**src/rtl/sigma_delta_sample_feeder_if.sv**
```systemverilog
// sigma_delta_sample_feeder_if: valid/ready sample stream into the feeder FIFO
interface sigma_delta_sample_feeder_if #(
    parameter int VALUE_WIDTH = 8
);
    logic [VALUE_WIDTH-1:0] s_data;
    logic                   s_valid;
    logic                   s_ready;

    modport master (output s_data, output s_valid, input s_ready);
    modport slave  (input s_data, input s_valid, output s_ready);
endinterface

```
**src/rtl/sigma_delta_sample_feeder.sv**
```systemverilog
// sigma_delta_sample_feeder: FIFO-buffered zero-order-hold sample feeder for the modulator core
module sigma_delta_sample_feeder #(
    parameter int VALUE_WIDTH = 8,
    parameter int OSR_WIDTH   = 16,
    parameter int FIFO_DEPTH  = 4
) (
    input  logic                          clk,
    input  logic                          resetn,
    sigma_delta_sample_feeder_if.slave    s,
    input  logic                          run,
    input  logic [OSR_WIDTH-1:0]          osr,
    input  logic                          clr_underrun,
    output logic [VALUE_WIDTH-1:0]        value,
    output logic                          enable,
    output logic                          sample_tick,
    output logic                          underrun,
    output logic [$clog2(FIFO_DEPTH):0]   level
);
    localparam int AW = $clog2(FIFO_DEPTH);
    localparam int LW = AW + 1;

    typedef enum logic {IDLE, RUN} state_t;

    logic [VALUE_WIDTH-1:0] r_mem [FIFO_DEPTH];
    logic [AW-1:0]          r_wr_ptr;
    logic [AW-1:0]          r_rd_ptr;
    logic [LW-1:0]          r_level;
    logic                   r_ready;
    state_t                 r_state;
    logic [OSR_WIDTH-1:0]   r_cnt;
    logic [VALUE_WIDTH-1:0] r_value;
    logic                   r_enable;
    logic                   r_tick;
    logic                   r_underrun;
    logic                   r_run_d;

    state_t                 w_state_nx;
    logic [OSR_WIDTH-1:0]   w_cnt_nx;
    logic [VALUE_WIDTH-1:0] w_value_nx;
    logic                   w_enable_nx;
    logic                   w_tick_nx;
    logic                   w_pop;
    logic                   w_und_set;
    logic                   w_und_clr;
    logic                   w_push;
    logic                   w_empty;
    logic [LW-1:0]          w_level_nx;
    logic [OSR_WIDTH-1:0]   w_reload;

    assign w_push      = s.s_valid && r_ready;
    assign w_empty     = (r_level == '0);
    assign w_reload    = (osr == '0) ? '0 : osr - 1'b1;
    assign w_level_nx  = (w_push && !w_pop) ? r_level + 1'b1 :
                         (w_pop && !w_push) ? r_level - 1'b1 : r_level;
    assign w_und_clr   = clr_underrun || (r_state == IDLE && run && !r_run_d);

    assign s.s_ready   = r_ready;
    assign value       = r_value;
    assign enable      = r_enable;
    assign sample_tick = r_tick;
    assign underrun    = r_underrun;
    assign level       = r_level;

    // sample storage; contents need no reset since pointers/level define validity
    always_ff @(posedge clk) begin
        if (w_push) r_mem[r_wr_ptr] <= s.s_data;
    end

    // FIFO pointers, occupancy and registered ready (ready reflects occupancy after this edge)
    always_ff @(posedge clk or negedge resetn) begin
        if (!resetn) begin
            r_wr_ptr <= '0;
            r_rd_ptr <= '0;
            r_level  <= '0;
            r_ready  <= 1'b1;
        end else begin
            r_wr_ptr <= w_push ? r_wr_ptr + 1'b1 : r_wr_ptr;
            r_rd_ptr <= w_pop  ? r_rd_ptr + 1'b1 : r_rd_ptr;
            r_level  <= w_level_nx;
            r_ready  <= (w_level_nx != LW'(FIFO_DEPTH));
        end
    end

    // next-state: load on IDLE start or at a period boundary, otherwise count down the hold
    always_comb begin
        w_state_nx  = r_state;
        w_cnt_nx    = r_cnt;
        w_value_nx  = r_value;
        w_enable_nx = r_enable;
        w_tick_nx   = 1'b0;
        w_pop       = 1'b0;
        w_und_set   = 1'b0;
        if (r_state == IDLE) begin
            w_enable_nx = 1'b0;
            w_value_nx  = '0;
            if (run && !w_empty) begin
                w_pop       = 1'b1;
                w_value_nx  = r_mem[r_rd_ptr];
                w_cnt_nx    = w_reload;
                w_enable_nx = 1'b1;
                w_tick_nx   = 1'b1;
                w_state_nx  = RUN;
            end
        end else if (r_cnt != '0) begin
            w_cnt_nx = r_cnt - 1'b1;
        end else if (!run) begin
            w_state_nx  = IDLE;
            w_enable_nx = 1'b0;
            w_value_nx  = '0;
        end else begin
            w_cnt_nx = w_reload;
            if (!w_empty) begin
                w_pop      = 1'b1;
                w_value_nx = r_mem[r_rd_ptr];
                w_tick_nx  = 1'b1;
            end else begin
                w_und_set = 1'b1;
            end
        end
    end

    // state and output registers; underrun set wins over clear
    always_ff @(posedge clk or negedge resetn) begin
        if (!resetn) begin
            r_state    <= IDLE;
            r_cnt      <= '0;
            r_value    <= '0;
            r_enable   <= 1'b0;
            r_tick     <= 1'b0;
            r_underrun <= 1'b0;
            r_run_d    <= 1'b0;
        end else begin
            r_state    <= w_state_nx;
            r_cnt      <= w_cnt_nx;
            r_value    <= w_value_nx;
            r_enable   <= w_enable_nx;
            r_tick     <= w_tick_nx;
            r_underrun <= w_und_set ? 1'b1 : (w_und_clr ? 1'b0 : r_underrun);
            r_run_d    <= run;
        end
    end
endmodule

```
**src/flat_wrapper.sv**
```systemverilog
// flat-port wrapper written by rule: the top's interface ports become plain ports
module sigma_delta_sample_feeder_flat 
#(
    parameter int VALUE_WIDTH = 8,
    parameter int OSR_WIDTH   = 16,
    parameter int FIFO_DEPTH  = 4
)
  (clk, resetn, run, osr, clr_underrun, value, enable, sample_tick, underrun, level, s_s_data, s_s_valid, s_s_ready);
  sigma_delta_sample_feeder_if #(.VALUE_WIDTH(VALUE_WIDTH)) s_i ();
  input  logic clk;
  input  logic resetn;
  input  logic run;
  input  logic [OSR_WIDTH-1:0] osr;
  input  logic clr_underrun;
  output logic [VALUE_WIDTH-1:0] value;
  output logic enable;
  output logic sample_tick;
  output logic underrun;
  output logic [$clog2(FIFO_DEPTH):0] level;
  input wire logic [$bits(s_i.s_data)-1:0] s_s_data;
  input wire logic [$bits(s_i.s_valid)-1:0] s_s_valid;
  output wire logic [$bits(s_i.s_ready)-1:0] s_s_ready;
  assign s_i.s_data = s_s_data;
  assign s_i.s_valid = s_s_valid;
  assign s_s_ready = s_i.s_ready;
  sigma_delta_sample_feeder #(.VALUE_WIDTH(VALUE_WIDTH), .OSR_WIDTH(OSR_WIDTH), .FIFO_DEPTH(FIFO_DEPTH)) u_core (.clk(clk), .resetn(resetn), .s(s_i), .run(run), .osr(osr), .clr_underrun(clr_underrun), .value(value), .enable(enable), .sample_tick(sample_tick), .underrun(underrun), .level(level));
endmodule
```
**config.mk**
```make
export PLATFORM = sky130hd
export DESIGN_NAME = sigma_delta_sample_feeder_flat
export DESIGN_NICKNAME = d
export VERILOG_FILES = /design/src/rtl/sigma_delta_sample_feeder_if.sv /design/src/rtl/sigma_delta_sample_feeder.sv /design/src/flat_wrapper.sv
export SDC_FILE = /design/constraint.sdc
export NUM_CORES = 1
export LEC_CHECK = 0
export CAP_MARGIN = 15
export CELL_PAD_IN_SITES_DETAIL_PLACEMENT = 1
export CELL_PAD_IN_SITES_GLOBAL_PLACEMENT = 1
export CORE_MARGIN = 4
export CORE_UTILIZATION = 35
export CTS_CLUSTER_DIAMETER = 50
export DETAILED_ROUTE_END_ITERATION = 10
export PLACE_DENSITY = 0.78
export SYNTH_ARGS = -nofsm -noshare
export SYNTH_HDL_FRONTEND = slang
export SYNTH_SLANG_ARGS = --single-unit
```
**constraint.sdc**
```tcl
create_clock -name clk -period 1.9 [get_ports clk]
set_input_delay 0.285 -clock clk [delete_from_list [all_inputs] [get_ports clk]]
set_output_delay 0.285 -clock clk [all_outputs]
set_load 0.02 [all_outputs]
```
# Yosys cells after proc, flatten, opt, wreduce, memory -nomap -nowiden
# Memory sizes are Yosys's and may differ from the RTL's.
# Index checks and enable logic that the tools add are counted.
[classes]
n_addsub = 6
n_eq_ne = 5
mux = 31
n_bitwise = 1
n_reduce_logical = 19
[op_table]
columns = ["operator", "count"]
rows = [
  ["two-way mux 16 bit", 5],
  ["two-way mux 8 bit", 5],
  ["subtractor 16 x 1 -> 16 bit, second input constant", 2],
  ["two-way mux 1 bit", 19],
  ["logical NOT 16 bit", 1],
  ["nonzero test 16 bit", 1],
  ["inequality test 3 bit, second input constant", 3],
  ["logical AND 1 bit", 6],
  ["two-way mux 3 bit", 2],
  ["AND reduction 2 bit", 3],
  ["adder 2 x 1 -> 2 bit, second input constant", 2],
  ["logical NOT 1 bit", 4],
  ["inequality test 2 bit, second input constant", 2],
  ["nonzero test 2 bit", 2],
  ["adder 3 x 1 -> 3 bit, second input constant", 1],
  ["logical NOT 3 bit", 1],
  ["subtractor 3 x 1 -> 3 bit, second input constant", 1],
  ["logical OR 1 bit", 1],
  ["NOT 1 bit", 1],
]
[word_totals]
register_bits = 37
mem_bits_rw = 32
inputBits = 29
output_inout_bits = 15
word_cells = 74
memories = 1
[mem_list]
columns = ["name", "depth", "word_bits", "rd", "rd_ports_with_merged_regs", "write_ports", "line_no", "source"]
rows = [
  ["u_core.r_mem", 4, 8, 1, 0, 1, "sigma_delta_sample_feeder.sv:24", "logic [VALUE_WIDTH-1:0] r_mem [FIFO_DEPTH];"],
]

# Longest topological paths before layout
[logic_depth]
word_depth = 9
ltp_mapped = 9
mapped_depth_nobuf = 8

# Least setup slack after synthesis
# No wires, ideal clock.
[synth_timing]
path_kind = "reg2reg"
start = "register u_core.r_cnt[0]"
end = "register u_core.r_cnt[6]"
setup_time_ns = 0.077
arrival_time_ns = 2.020
required_ns = 1.823
path_slack_ns = -0.197
stages_incl_launch_ff = 9
path_buffers = 2
period_less_slack_ns = 2.097
path_cell_list = "dfrtp_1 -> inv_1 -> ha_1 -> or4b_1 -> o41a_1 -> buf_6 -> buf_6 -> a211o_1 -> a21oi_1"
[synth_via]
elab_chain_len = 3
word_cells_on_any_way = 6
classes_between = "add/sub: 1; eq/ne: 1; mux: 2; reduce/logical: 2"
[synth_lines]
columns = ["element", "line_no", "source"]
rows = [
  ["from (decl)", "sigma_delta_sample_feeder.sv:30", "logic [OSR_WIDTH-1:0] r_cnt;"],
  ["from (signal assigned)", "sigma_delta_sample_feeder.sv:134", "r_cnt <= w_cnt_nx;"],
  ["subtractor 16 x 1 -> 16 bit / nonzero test 16 bit (equally long branches)", "sigma_delta_sample_feeder.sv:105, sigma_delta_sample_feeder.sv:104", ""],
  ["two-way mux 16 bit / inequality test 3 bit (equally long branches)", "n/a", ""],
  ["two-way mux 16 bit / AND reduction 2 bit (equally long branches)", "n/a", ""],
]
# Several ways; a longest one is shown, not always the timed one.
# A chain may end at the register's enable or synchronous reset.

# Worst setup path after layout
[layout_timing]
start = "register u_core.r_cnt[1]"
end = "register u_core.r_cnt[7]"
# Same word-level chain as after synthesis.

==> results.json <==
{
  "cp_max_fo": 7,
  "outcome": "finished with violations",
  "numClockSinks": 69,
  "whs_ps": 413.5,
  "ys_ff_latch": 69,
  "clock_latency_ps": 380,
  "finalMaxSlewViolations": 0,
  "cts_tree": "built",
  "start_kind": "register",
  "ff_latch_area_sq_um": 1888,
  "first_global_vias": 3632,
  "violations": "negative setup slack",
  "hp-class": "in2async",
  "final_nets": 480,
  "grt_max_degree": 38,
  "leakagePower_nw": 2.200,
  "track_usage_pct": 22.91,
  "maxCapViolCount": 0,
  "period_needed_ps": 2386,
  "drtIter0Drc": 279,
  "placed_area_sq_um": 4683,
  "critPathSlowestCell": "or4b_4",
  "cts_buffer_depth": 2,
  "floorplan.initialDensity_pct": 35.84,
  "ios": 44,
  "grt_pass1_wl_microns": 20070,
  "synth_area_per_cell_sq_um": 11.45,
  "die-area_sq_um": 11670,
  "overflow": 0,
  "row_count": 36,
  "fin_util_pct": 54.53,
  "skew_ps": 13.64,
  "antenna_cells": 0,
  "slew_headroom_pct": 54.34,
  "synth.distinct_cells": 60,
  "ys.flop_type": "dfrtp_1",
  "syn-num-nets": 345,
  "worstMarginPinSlew_ps": 680.3,
  "cpPeakStageDelay_ps": 490,
  "final.setup.worst_slack_ps": -486.3,
  "cts_buffers": 9,
  "cellPowerDensity_nw_per_um2": 1152,
  "cp_data_arrival_time_ps": 2630,
  "avgViaCountPerCell": 5.665,
  "worstSetupPathType": "reg2reg",
  "period_share_pct": 125.6,
  "die_width_microns": 108.0,
  "rsz0062_at_grt": "true",
  "finalSetupTns_ps": -8443,
  "postRouteAntennaNets": 0,
  "multi_input_area_sq_um": 1881,
  "syn_area_sq_um": 3503,
  "fillCellCount": 1036,
  "synthArstFlopShare_pct": 53.62,
  "die_y_microns": 108.0,
  "final_layout_size_suffix_gt1_share_pct": 41.70,
  "first_pass_iters": 5,
  "port_buffers": 43,
  "finish.instance_area_sq_um": 5330,
  "peakVddDrop_uv": 799.6,
  "area_delta_synth_final_pct": 52.14,
  "finalHoldViolCount": 0,
  "setup_viol": 30,
  "grt_antenna_before_repair": 0,
  "fmax_mhz": 419.1,
  "synth_edf_count": 32,
  "clockRootBuffer": "clkbuf_8",
  "wirelength_microns": 13130,
  "end_kind": "register",
  "path_cells": "inv_2 > ha_4 > or4b_4 > o41a_1 > buf_6 > nor2_4 > inv_6 > a21oi_2 > a311oi_2",
  "syn_inst": 306,
  "num_vias": 3280,
  "synth_seq_area_share_pct": 53.89,
  "path_clk_slew_ps": 90,
  "dpl.hpwl_microns": 8395,
  "yosysWarnings": 0,
  "cp.required_ps": 2140,
  "drc": 0,
  "fp.coreArea_sq_um": 9774,
  "wl_per_cell_microns": 22.68,
  "routabilityCongestion": 0.8469,
  "htree_levels": 3
}
==> critical path, delay by kind of cell, from the launching register on <==
family | cells | cell delay (ps)
buffers and inverters | 3 | 370
and+or+nand+nor | 2 | 660
adders and majority gates | 1 | 150
DFF | 1 | 400
AOI/OAI and AO/OA | 3 | 690
==> layer usage <==
layer / up-vias / part of all wire [%] / GRT usage, %
met5: - / 0 / 0
met4: 0 / 3.6 / 12.26
met3: 38 / 3.8 / 2.925
met2: 118 / 52 / 40.45
met1: 1689 / 40 / 27.08
li1: 1435 / - / -
==> flip-flops by register name, summed over array words and instances (netlist names) <==
signal / flops
u_core.r_mem: 32
u_core.underrun: 1
u_core.r_run_d: 1
u_core.level: 3
u_core.r_wr_ptr: 2
u_core.r_cnt: 16
u_core.sample_tick: 1
u_core.value: 8
u_core.r_state: 1
u_core.s.s_ready: 1
u_core.enable: 1
u_core.r_rd_ptr: 2
==> through the flow <==
stage / power, mW / instances / setup WS, ps
3_5_place_dp: 4.477 / 553 / -742.0
6_report: 6.143 / 579 / -486.3
4_1_cts: 5.909 / 576 / -342.1
5_1_grt: 6.450 / 579 / -540.9
3_3_place_gp: 4.281 / 553 / -566.8
2_1_floorplan: 3.329 / 306 / -189.1
==> where the power goes <==
part           total (mW)  internal (mW)  switching, mW
logic                2.63           1.24           1.39
clock network        1.26          0.612          0.647
registers            2.26           1.98          0.278
total                6.14           3.83           2.31
==> final cells by class <==
| type | count | share of cell area [%] |
|---|---|---|
| Clock buffer | 9 | 2.324 |
| Multi-Input combinational cell | 217 | 35.28 |
| Timing Repair Buffer | 133 | 21.57 |
| Clock inverter | 7 | 1.408 |
| Tap cell | 133 | 3.122 |
| Inverter | 11 | 0.8685 |
| Sequential cell | 69 | 35.42 |
==> cell usage after synthesis, types with 3 or more instances <==
library cell / instances / area [sq um]
a211oi_1: 3 / 22.52
a21oi_1: 17 / 85.08
a311oi_1: 4 / 35.03
and2_1: 3 / 18.77
and3_1: 7 / 43.79
clkbuf_1: 5 / 18.77
dfrtp_1: 36 / 900.9
edfxtp_1: 32 / 960.9
ha_1: 10 / 125.1
inv_1: 10 / 37.54
mux4_2: 8 / 180.2
nand2_1: 33 / 123.9
nand2b_1: 5 / 31.28
nand3_1: 8 / 40.04
nand4_1: 5 / 31.28
nor2_1: 20 / 75.07
nor3_1: 7 / 35.03
nor4_1: 6 / 37.54
o211ai_1: 5 / 37.54
o21ai_1: 15 / 75.07
o31a_1: 3 / 26.28
or3_1: 3 / 18.77
xnor2_1: 12 / 105.1
xor2_1: 5 / 43.79
==> worst paths after layout <==
kind,start,end,slack [ps],depth (start not counted)
max,u_core.r_cnt[1],u_core.r_cnt[7],-490,9
min,resetn,u_core.r_cnt[15],410,3
max reg2reg,u_core.r_cnt[1],u_core.r_cnt[7],-490,9
min reg2reg,u_core.value[0],u_core.value[0],490,2
max in group asynchronous,resetn,u_core.s.s_ready,1230,3
min in group clk,u_core.value[0],u_core.value[0],490,2
==> cell usage in the layout (no fill, tap or decap), types with 5 or more instances in the layout <==
cell type / n
nor3_1: 5
clkbuf_8: 9
a21oi_2: 6
nand2_2: 12
xnor2_1: 12
nand2_1: 20
ha_1: 9
nand2b_1: 5
inv_1: 8
o211ai_1: 5
nor2_1: 16
nand4_1: 5
clkdlybuf4s50_1: 41
o21ai_2: 10
and3_1: 6
nand3_1: 6
o21ai_1: 5
buf_4: 77
dfrtp_1: 36
edfxtp_1: 32
mux4_2: 8
a21oi_1: 8
buf_6: 10
==> cells by family after synthesis <==
group	after synthesis	share of synthesized area, %
DFF	69	53.89
AOI/OAI and AO/OA	68	13.11
adders and majority gates	10	3.571
and+or+nand+nor	112	16.89
muxes	9	5.464
buffers and inverters	21	2.821
xor gates and xnor gates	17	4.250
==> what timing repair did <==
| item | 4_1_cts | 5_1_grt |
|---|---|---|
| endpoints found under the setup margin | 33 | 34 |
| cloned | 2 | 0 |
| gates resized for setup | 52 | 36 |
| pin swaps | 21 | 21 |
| hold endpoints to repair | 36 | 0 |
| hold buffers | 1 | 0 |
| setup buffers | 6 | 6 |
No activity file was read; power rests on OpenSTA's default activity.
